File: src/rtl/stream_fork.sv
// stream_fork: two-way broadcast fork. Every accepted input beat is copied
// into a private 2-entry FIFO per branch, so each consumer drains at its own
// pace. Input readiness depends only on registered occupancy (and reset).
module stream_fork #(
  parameter int unsigned WIDTH = 9,
  parameter int unsigned DEPTH = 2
) (
  input  logic             clk,
  input  logic             rst,
  input  logic [WIDTH-1:0] i_data,
  input  logic             i_valid,
  output logic             i_ready,
  output logic [WIDTH-1:0] a_data,
  output logic             a_valid,
  input  logic             a_ready,
  output logic [WIDTH-1:0] b_data,
  output logic             b_valid,
  input  logic             b_ready
);

  // Buffer geometry is hard-wired to two entries (1-bit pointers).
  if (DEPTH != 2) begin : g_depth_check
    $error("stream_fork: DEPTH must be 2");
  end

  // Index 0 is branch A, index 1 is branch B.
  logic [WIDTH-1:0] mem [2][2];
  logic [1:0]       rd_ptr;
  logic [1:0]       wr_ptr;
  logic [1:0]       cnt [2];
  logic [1:0]       out_ready;
  logic             push;
  logic [1:0]       pop;

  assign out_ready = {b_ready, a_ready};

  // Transfer qualifiers for the input and each branch output.
  always_comb begin
    push = i_valid & i_ready;
    pop  = '0;
    for (int unsigned k = 0; k < 2; k++) begin
      pop[k] = (cnt[k] != 2'd0) & out_ready[k];
    end
  end

  // Per-branch FIFO storage, pointers and occupancy.
  always_ff @(posedge clk or posedge rst) begin
    if (rst) begin
      rd_ptr <= '0;
      wr_ptr <= '0;
      for (int unsigned k = 0; k < 2; k++) begin
        cnt[k]    <= '0;
        mem[k][0] <= '0;
        mem[k][1] <= '0;
      end
    end else begin
      for (int unsigned k = 0; k < 2; k++) begin
        if (push) begin
          mem[k][wr_ptr[k]] <= i_data;
          wr_ptr[k]         <= ~wr_ptr[k];
        end
        if (pop[k]) begin
          rd_ptr[k] <= ~rd_ptr[k];
        end
        case ({push, pop[k]})
          2'b10:   cnt[k] <= cnt[k] + 2'd1;
          2'b01:   cnt[k] <= cnt[k] - 2'd1;
          default: cnt[k] <= cnt[k];
        endcase
      end
    end
  end

  // Heads of each FIFO drive the branch outputs; readiness from occupancy only.
  always_comb begin
    a_valid = (cnt[0] != 2'd0);
    b_valid = (cnt[1] != 2'd0);
    a_data  = mem[0][rd_ptr[0]];
    b_data  = mem[1][rd_ptr[1]];
    i_ready = (cnt[0] != 2'd2) & (cnt[1] != 2'd2) & ~rst;
  end

endmodule

File: config.mk
export PLATFORM = sky130hd
export DESIGN_NAME = stream_fork
export DESIGN_NICKNAME = d
export VERILOG_FILES = /design/src/rtl/stream_fork.sv
export SDC_FILE = /design/constraint.sdc
export NUM_CORES = 1
export LEC_CHECK = 0
export BUFFER_PORTS_ARGS = -buffer_cell sky130_fd_sc_hd__buf_2
export CAP_MARGIN = 15
export CORE_ASPECT_RATIO = 0.9
export CORE_MARGIN = 10
export CORE_UTILIZATION = 55
export CTS_CLUSTER_DIAMETER = 200
export DETAILED_ROUTE_END_ITERATION = 12
export HOLD_SLACK_MARGIN = 0.12
export PLACE_DENSITY = 0.8
export REMOVE_ABC_BUFFERS = 1
export SETUP_SLACK_MARGIN = 0.1
export SLEW_MARGIN = 20
export SYNTH_ARGS = -nofsm -noshare
export SYNTH_HDL_FRONTEND = slang
export SYNTH_SLANG_ARGS = --single-unit
File: constraint.sdc
create_clock -name clk -period 2.1 [get_ports clk]
set_input_delay 0.42 -clock clk [delete_from_list [all_inputs] [get_ports clk]]
set_output_delay 0.42 -clock clk [all_outputs]
set_load 0.05 [all_outputs]
==> flow_summary.json, run 1 <==
{
  "status": "finished, final reports clean",
  "core_um2": 3450,
  "fillers": 265,
  "final_cell_mix": "50 x mux2_2, 42 x dfrtp_1, 34 x buf_2",
  "cts_buffer_depth": 2,
  "numCtsBuffers": 5,
  "wl_mm": 3.86,
  "gp_congestion": 0.701,
  "nNetsFinal": 194,
  "grt_pass1_vias": 1376,
  "routedWlPerCell_um": 17.3,
  "r2r_slack_ps": 350,
  "grt_overflow": 0,
  "fmax_mhz": 521,
  "die_w_um": 83.9,
  "tns_ps": 0,
  "dp_cells": 215,
  "drc_errors": 0,
  "drtIter0Drc": 53,
  "rsz0062_at_grt": "no",
  "antenna_found_initial": 0,
  "final_common_cell": "mux2_2",
  "endpoint_kind": "primary output",
  "rows": 20,
  "setup_viol": 0,
  "start_kind": "register",
  "r2r_cells": 6,
  "ys_seq_area_frac": 0.544,
  "avgSynthCellArea_um2": 15.0,
  "crit_fanout": 6,
  "fin_util": 0.689,
  "drive_above_1_share": 0.603,
  "yosysWarnings": 0,
  "vias": 1184,
  "synth_top_cell_by_area": "dfrtp_1",
  "cts_setup_buffers": 0,
  "timing.final.crit_share": 0.913,
  "ant_nets": 0,
  "start_util": 0.586,
  "cts-root-buf": "clkbuf_8",
  "drt-pass1-iter-count": 4,
  "grt_pass1_wl_mm": 6.51,
  "reg2reg_to": "cnt[3]$_DFFE_PP0P_",
  "setup_slack_ps": 182,
  "cts_tree": "yes",
  "worstSetupPathType": "register to primary output",
  "finalNonFillerCells": 223,
  "post_synth_inst_count": 135,
  "io_buffers": 34,
  "seq_area_um2": 1100,
  "hold_violations": 0,
  "grt_use_total": 0.123,
  "maxSlewViolCount": 0,
  "startpoint": "cnt[2]$_DFFE_PP0P_",
  "fin_crit_ps": 1920,
  "worst_pin_slew_ps": 510,
  "grt_max_degree": 24,
  "slew-limit-headroom": 0.658,
  "htreeDepth": 2,
  "hp-class": "input pin to async pin",
  "syn2layout_area_growth_pct": 17.6,
  "maxCapViolations": 0,
  "cp.arrival_ps": 1500,
  "crit_required_ps": 1680,
  "clock_latency_ps": 300,
  "die-area_um2": 6510,
  "synth_cell_type_count": 19,
  "synth_top_area_share": 0.544,
  "syn_area_um2": 2020,
  "via_per_inst": 5.31,
  "cp-endpoint": "i_ready",
  "cts.sinks": 44,
  "clkTransAtPathRegs_ps": 70,
  "multiInputGateArea_um2": 901,
  "ios": 35,
  "reg2reg_from": "cnt[3]$_DFFE_PP0P_",
  "clock_skew_ps": 3.10,
  "ys_ff_latch": 44,
  "die_h_um": 77.5,
  "pre_cts_ws_ps": 58.8,
  "num_antenna_cells": 0,
  "synth.area.top_cells": "dfrtp_1 54%, mux2_2 28%, nor4_4 4.2%, xor2_1 2.6%, mux2_1 2.2%"
}
-- cells in the mapped netlist --
master and instances:
mux2_1 4, nor2_1 2, clkbuf_1 3, nor3_1 1, nor2b_1 2, buf_2 1
buf_4 1, ha_1 2, nor4_4 4, and2_1 2, nand2b_1 2, nand2_1 2
nor4b_2 1, xor2_1 6, mux2_2 50, xnor2_1 4, inv_1 2, dfrtp_1 44
or2_2 2
-- through the flow --
step	area (um^2)	hold slack (ps)
2_1_floorplan	2000	448
3_3_place_gp	2280	461
3_5_place_dp	2280	471
4_1_cts	2370	294
5_1_grt	2380	325
6_report	2380	287
-- registers in the layout, indices dropped and copies added (netlist names) --
signal and cells:
cnt 4, mem 36, rd_ptr 2, wr_ptr 2
-- kinds of logic after synthesis --
family        after synthesis  synth area share
simple gates               18            0.0841
buf+inv                     7            0.0155
mux                        54             0.301
flops                      44             0.544
fa+ha+maj                   2            0.0124
xor+xnor                   10            0.0433
-- per-layer routing --
| layer | part of all wire | up-vias | global-route usage | wire length (um) |
|---|---|---|---|---|
| li1 | - | 555 | - | - |
| met1 | 0.43 | 595 | 0.137 | 1650 |
| met2 | 0.50 | 27 | 0.209 | 1940 |
| met3 | 0.055 | 7 | 0.0459 | 211 |
| met4 | 0.016 | 0 | 0.0502 | 63 |
| met5 | 0 | - | 0 | 0 |
-- worst min path at each step --
stage | from | end | slack (ps)
6_report | rst | rd_ptr[1]$_DFFE_PP0P_ | 290
5_1_grt | rst | mem[34]$_DFFE_PP0P_ | 320
4_1_cts | rst | cnt[2]$_DFFE_PP0P_ | 290
3_5_place_dp | cnt[1]$_DFFE_PP0P_ | cnt[1]$_DFFE_PP0P_ | 470
3_3_place_gp | mem[0]$_DFFE_PP0P_ | mem[0]$_DFFE_PP0P_ | 460
2_1_floorplan | cnt[1]$_DFFE_PP0P_ | cnt[1]$_DFFE_PP0P_ | 450
-- final cells by class --
cell class,instances,share of cell area
Timing Repair Buffer,41,0.0936
Inverter,2,0.00315
Sequential cell,44,0.464
Multi-Input combinational cell,84,0.379
Tap cell,44,0.0231
Clock buffer,8,0.0379
-- worst max-delay path: stages, from the launching register on --
cell	delay [ps]
dfrtp_1	430
nor2b_2	450
nor3_1	90
buf_2	230
-- timing repair --
| action | 4_1_cts | 5_1_grt |
|---|---|---|
| endpoints found under the setup margin | 4 | 8 |
| gates resized for setup | 3 | 2 |
| hold buffers | 0 | 0 |
| pin swaps | 0 | 0 |
Power of run 1 is not shown: default switching activity piles up to over one toggle a cycle in this logic, so the estimate is an artifact.
==> run 2: changes to the inputs <==
- MAX_ROUTING_LAYER: not set -> met4
==> run 2 against run 1 <==
Net effect: non-clock buffer count unchanged; largest cell class unchanged; first-iteration DRC count unchanged; via count unchanged; critical path type unchanged; final cell count unchanged.
==> flow_summary.json, run 2 (synthesis gave the netlist of run 1 again) <==
{
  "die-area_um2": 6510,
  "start_util": 0.586,
  "htreeDepth": 2,
  "maxCapViolations": 0,
  "cts_buffer_depth": 2,
  "maxSlewViolCount": 0,
  "cts_setup_buffers": 0,
  "largest_register_ffs": 36,
  "cts.repair.resized": 3,
  "num_antenna_cells": 0,
  "cpPeakStageDelay_ps": 450,
  "placed_cell_area_um2": 2280,
  "rsz0062_at_grt": "no",
  "worstSetupPathType": "register to primary output",
  "grt_pass1_vias": 1376,
  "final_cell_area_um2": 2380,
  "drive_above_1_share": 0.603,
  "hp-class": "input pin to async pin",
  "ios": 35,
  "reg_top3": "mem x36, cnt x4",
  "endpoint_kind": "primary output",
  "hold_violations": 0,
  "grt_pass1_wl_mm": 6.51,
  "crit_fanout": 6,
  "routedWlPerCell_um": 17.3,
  "clkTransAtPathRegs_ps": 70,
  "die_h_um": 77.5,
  "crit_path_cell_trace": "nor2b_2, nor3_1, buf_2",
  "critPathSlowestCell": "nor2b_2",
  "vias": 1184,
  "fmax_mhz": 521,
  "worst_pin_slew_ps": 510,
  "fin_crit_ps": 1920,
  "grt_use_total": 0.127,
  "cts.hold.buffers_added": 0,
  "grt_overflow": 0,
  "drt-pass1-iter-count": 4,
  "nNetsFinal": 194,
  "drtIter0Drc": 53,
  "gp_congestion": 0.709,
  "clock_skew_ps": 3.18,
  "antenna_found_initial": 0,
  "drc_errors": 0,
  "cp.arrival_ps": 1500,
  "numCtsBuffers": 5,
  "die_w_um": 83.9,
  "fin_util": 0.689,
  "rows": 20,
  "ant_nets": 0,
  "clock_latency_ps": 300,
  "core_um2": 3450,
  "syn2layout_area_growth_pct": 17.6,
  "timing.final.crit_share": 0.913,
  "slew-limit-headroom": 0.658,
  "via_per_inst": 5.31,
  "final_cell_mix": "50 x mux2_2, 42 x dfrtp_1, 34 x buf_2",
  "cts.sinks": 44,
  "cts-root-buf": "clkbuf_8",
  "holdWs_ps": 287,
  "wl_mm": 3.86,
  "start_kind": "register",
  "final_common_cell": "mux2_2",
  "crit_required_ps": 1680,
  "cts_tree": "yes",
  "path_buf_inv": 1,
  "grt_max_degree": 24,
  "io_buffers": 34,
  "status": "finished, final reports clean",
  "regMostFlops": "mem",
  "critical-path-top-delay-family": "simple AND/OR/NAND/NOR gates",
  "setup_viol": 0
}
-- run 2: final timing paths --
| path | startpoint | endpoint | slack [ps] | cells after the start |
|---|---|---|---|---|
| min | rst | rd_ptr[1]$_DFFE_PP0P_ | 290 | 3 |
| min reg2reg | mem[26]$_DFFE_PP0P_ | mem[26]$_DFFE_PP0P_ | 490 | 1 |
| min in group clk | i_data[2] | mem[29]$_DFFE_PP0P_ | 400 | 2 |
| max in group asynchronous | rst | rd_ptr[0]$_DFFE_PP0P_ | 1560 | 3 |
| max reg2reg | cnt[3]$_DFFE_PP0P_ | cnt[3]$_DFFE_PP0P_ | 350 | 6 |
| max | cnt[2]$_DFFE_PP0P_ | i_ready | 180 | 3 |
-- run 2: worst min-delay path: cells and delay by family --
family | cells | cell delay, ps
buf+inv | 3 | 540
-- run 2: layer usage --
layer | up-vias | wire length [um] | GRT usage
met4 | 0 | 63 | 0.0502
met2 | 27 | 1940 | 0.209
li1 | 555 | - | -
met5 | - | 0 | -
met1 | 595 | 1670 | 0.140
met3 | 7 | 184 | 0.0418
-- run 2: stage by stage --
step | TNS, ps | instances | worst slack, ps
after floorplan | -87.3 | 130 | -87.3
after global placement | 0 | 215 | 179
after global routing | 0 | 223 | 113
after CTS | 0 | 223 | 128
after detailed placement | 0 | 215 | 58.8
final | 0 | 223 | 182
-- run 2: cell type report --
cell class	instances	area, um^2
clock buffer	8	90.1
fill	265	1070
inverter	2	7.51
multi-input combinational	84	901
sequential	44	1100
tap	44	55.1
timing repair buffer	41	223
Power of run 2 is left out for the same reason.
==> run 3: changes to the inputs <==
- CORE_MARGIN: 10 -> 2
- PLACE_DENSITY: 0.8 -> 0.82
==> run 3 against run 2 <==
Net effect: clock skew rose by 2.3 ps; design area rose by 0.58%; worst setup slack improved by 49 ps; final cell count fell by 0.45%; global-route usage rose by 9.1 points; sequential cell count did not move; sequential share of layout area fell by 0.27 points; via count rose by 1.3%; register-to-register slack barely moved; non-clock buffer count fell by 1; die area fell by 36%; critical path depth fell by 1; critical path type unchanged; critical endpoint is now b_data[8]; largest cell class unchanged.
==> flow_summary.json, run 3 (synthesis gave the netlist of run 1 again) <==
{
  "cpPeakStageDelay_ps": 550,
  "rsz0062_at_grt": "no",
  "reg2reg_from": "cnt[1]$_DFFE_PP0P_",
  "clock_skew_ps": 5.45,
  "top_usage_layer": "met2",
  "fillers": 248,
  "worstSetupPathType": "register to primary output",
  "critPathSlowestCell": "dfrtp_2",
  "grt_max_degree": 35,
  "drc_errors": 0,
  "cts.hold.buffers_added": 0,
  "crit_required_ps": 1680,
  "fin_crit_ps": 1870,
  "setup_viol": 0,
  "pre_cts_ws_ps": 36.2,
  "drt-pass1-iter-count": 4,
  "vias": 1199,
  "rows": 20,
  "numCtsBuffers": 5,
  "place.detailed.hpwl_mm": 2.69,
  "syn2layout_area_growth_pct": 18.3,
  "die_h_um": 61.5,
  "cts-root-buf": "clkbuf_8",
  "ant_nets": 0,
  "setup_slack_ps": 231,
  "nNetsFinal": 193,
  "grt_pass1_vias": 1270,
  "num_antenna_cells": 0,
  "start_util": 0.586,
  "regMostFlops": "mem",
  "die_w_um": 67.9,
  "endpoint_kind": "primary output",
  "cts_buffer_depth": 2,
  "gp_congestion": 0.760,
  "largest_register_ffs": 36,
  "grt_overflow": 0,
  "maxSlewViolCount": 0,
  "seq_area_um2": 1100,
  "grt_use_met1": 0.271,
  "grt_util_met2": 0.340,
  "worst_pin_slew_ps": 478,
  "drtIter0Drc": 40,
  "hold_violations": 0,
  "clock_latency_ps": 300,
  "cp.arrival_ps": 1450,
  "final_common_cell": "mux2_2",
  "use_met3": 0.0439,
  "antenna_found_initial": 0,
  "cts.sinks": 44,
  "status": "finished, final reports clean",
  "clkTransAtPathRegs_ps": 80,
  "routedWlPerCell_um": 17.1,
  "io_buffers": 34,
  "r2r_cells": 6,
  "slew-limit-headroom": 0.681,
  "grt_pass1_wl_mm": 6.21,
  "r2r_slack_ps": 350,
  "fmax_mhz": 535,
  "wl_mm": 3.80,
  "drive_above_1_share": 0.607,
  "multiInputGateArea_um2": 906,
  "maxCapViolations": 0,
  "crit_path_cell_trace": "mux2_2, buf_2",
  "hp-class": "input pin to async pin",
  "start_kind": "register",
  "htreeDepth": 2,
  "ios": 35,
  "crit_fanout": 10,
  "cts_tree": "yes",
  "die-area_um2": 4180,
  "final_cell_area_um2": 2390,
  "placed_cell_area_um2": 2280,
  "core_um2": 3450,
  "reg2reg_to": "cnt[1]$_DFFE_PP0P_",
  "final_cell_mix": "50 x mux2_2, 42 x dfrtp_1, 34 x buf_2",
  "reg_top3": "mem x36, cnt x4",
  "via_per_inst": 5.40,
  "grt_use_total": 0.218,
  "timing.final.crit_share": 0.890
}
run 3: timing repair:
| item | CTS | global route |
|---|---|---|
| endpoints found under the hold margin | 0 | 0 |
| resized for setup | 4 | 2 |
| setup buffers | 0 | 0 |
| setup endpoints to repair | 13 | 1 |
run 3: worst max-delay path: cells and delay by family (launching register included):
family                 cells  cell delay, ps
multiplexers               1             380
flip-flops                 1             550
buffers and inverters      1             210
run 3: cell type report:
class,count,share of cell area
clock inverters,1,0.00314
repair buffers,40,0.0951
inverters,2,0.00314
flip-flops and latches,44,0.461
well taps,44,0.0230
multi-input cells,84,0.378
clock buffers,7,0.0361
run 3: per-layer routing:
layer  share of wire  routed length, um  vias to the layer above
met3           0.037                142                        9
met2            0.51               1940                       27
met4           0.023                 86                        0
li1                -                  -                      554
met1            0.43               1620                      609
met5               0                  0                        -
run 3: through the flow:
stage          setup TNS [ps]  hold WS, ps  cells   util
3_5_place_dp                0          469    214  0.661
2_1_floorplan           -87.3          448    130      -
4_1_cts                     0          248    222  0.690
3_3_place_gp                0          462    214  0.661
6_report                    0          245    222  0.693
5_1_grt                     0          299    222  0.693
run 3: worst max-delay path by stage:
stage                                from                  to  slack (ps)
global placement       cnt[0]$_DFFE_PP0P_  cnt[1]$_DFFE_PP0P_         180
floorplan              cnt[1]$_DFFE_PP0P_             i_ready         -90
global route        rd_ptr[1]$_DFFE_PP0P_           b_data[8]         180
finish              rd_ptr[1]$_DFFE_PP0P_           b_data[8]         230
CTS                    cnt[2]$_DFFE_PP0P_             i_ready         140
detailed placement     cnt[0]$_DFFE_PP0P_  cnt[1]$_DFFE_PP0P_          40
Power of run 3 is left out for the same reason.
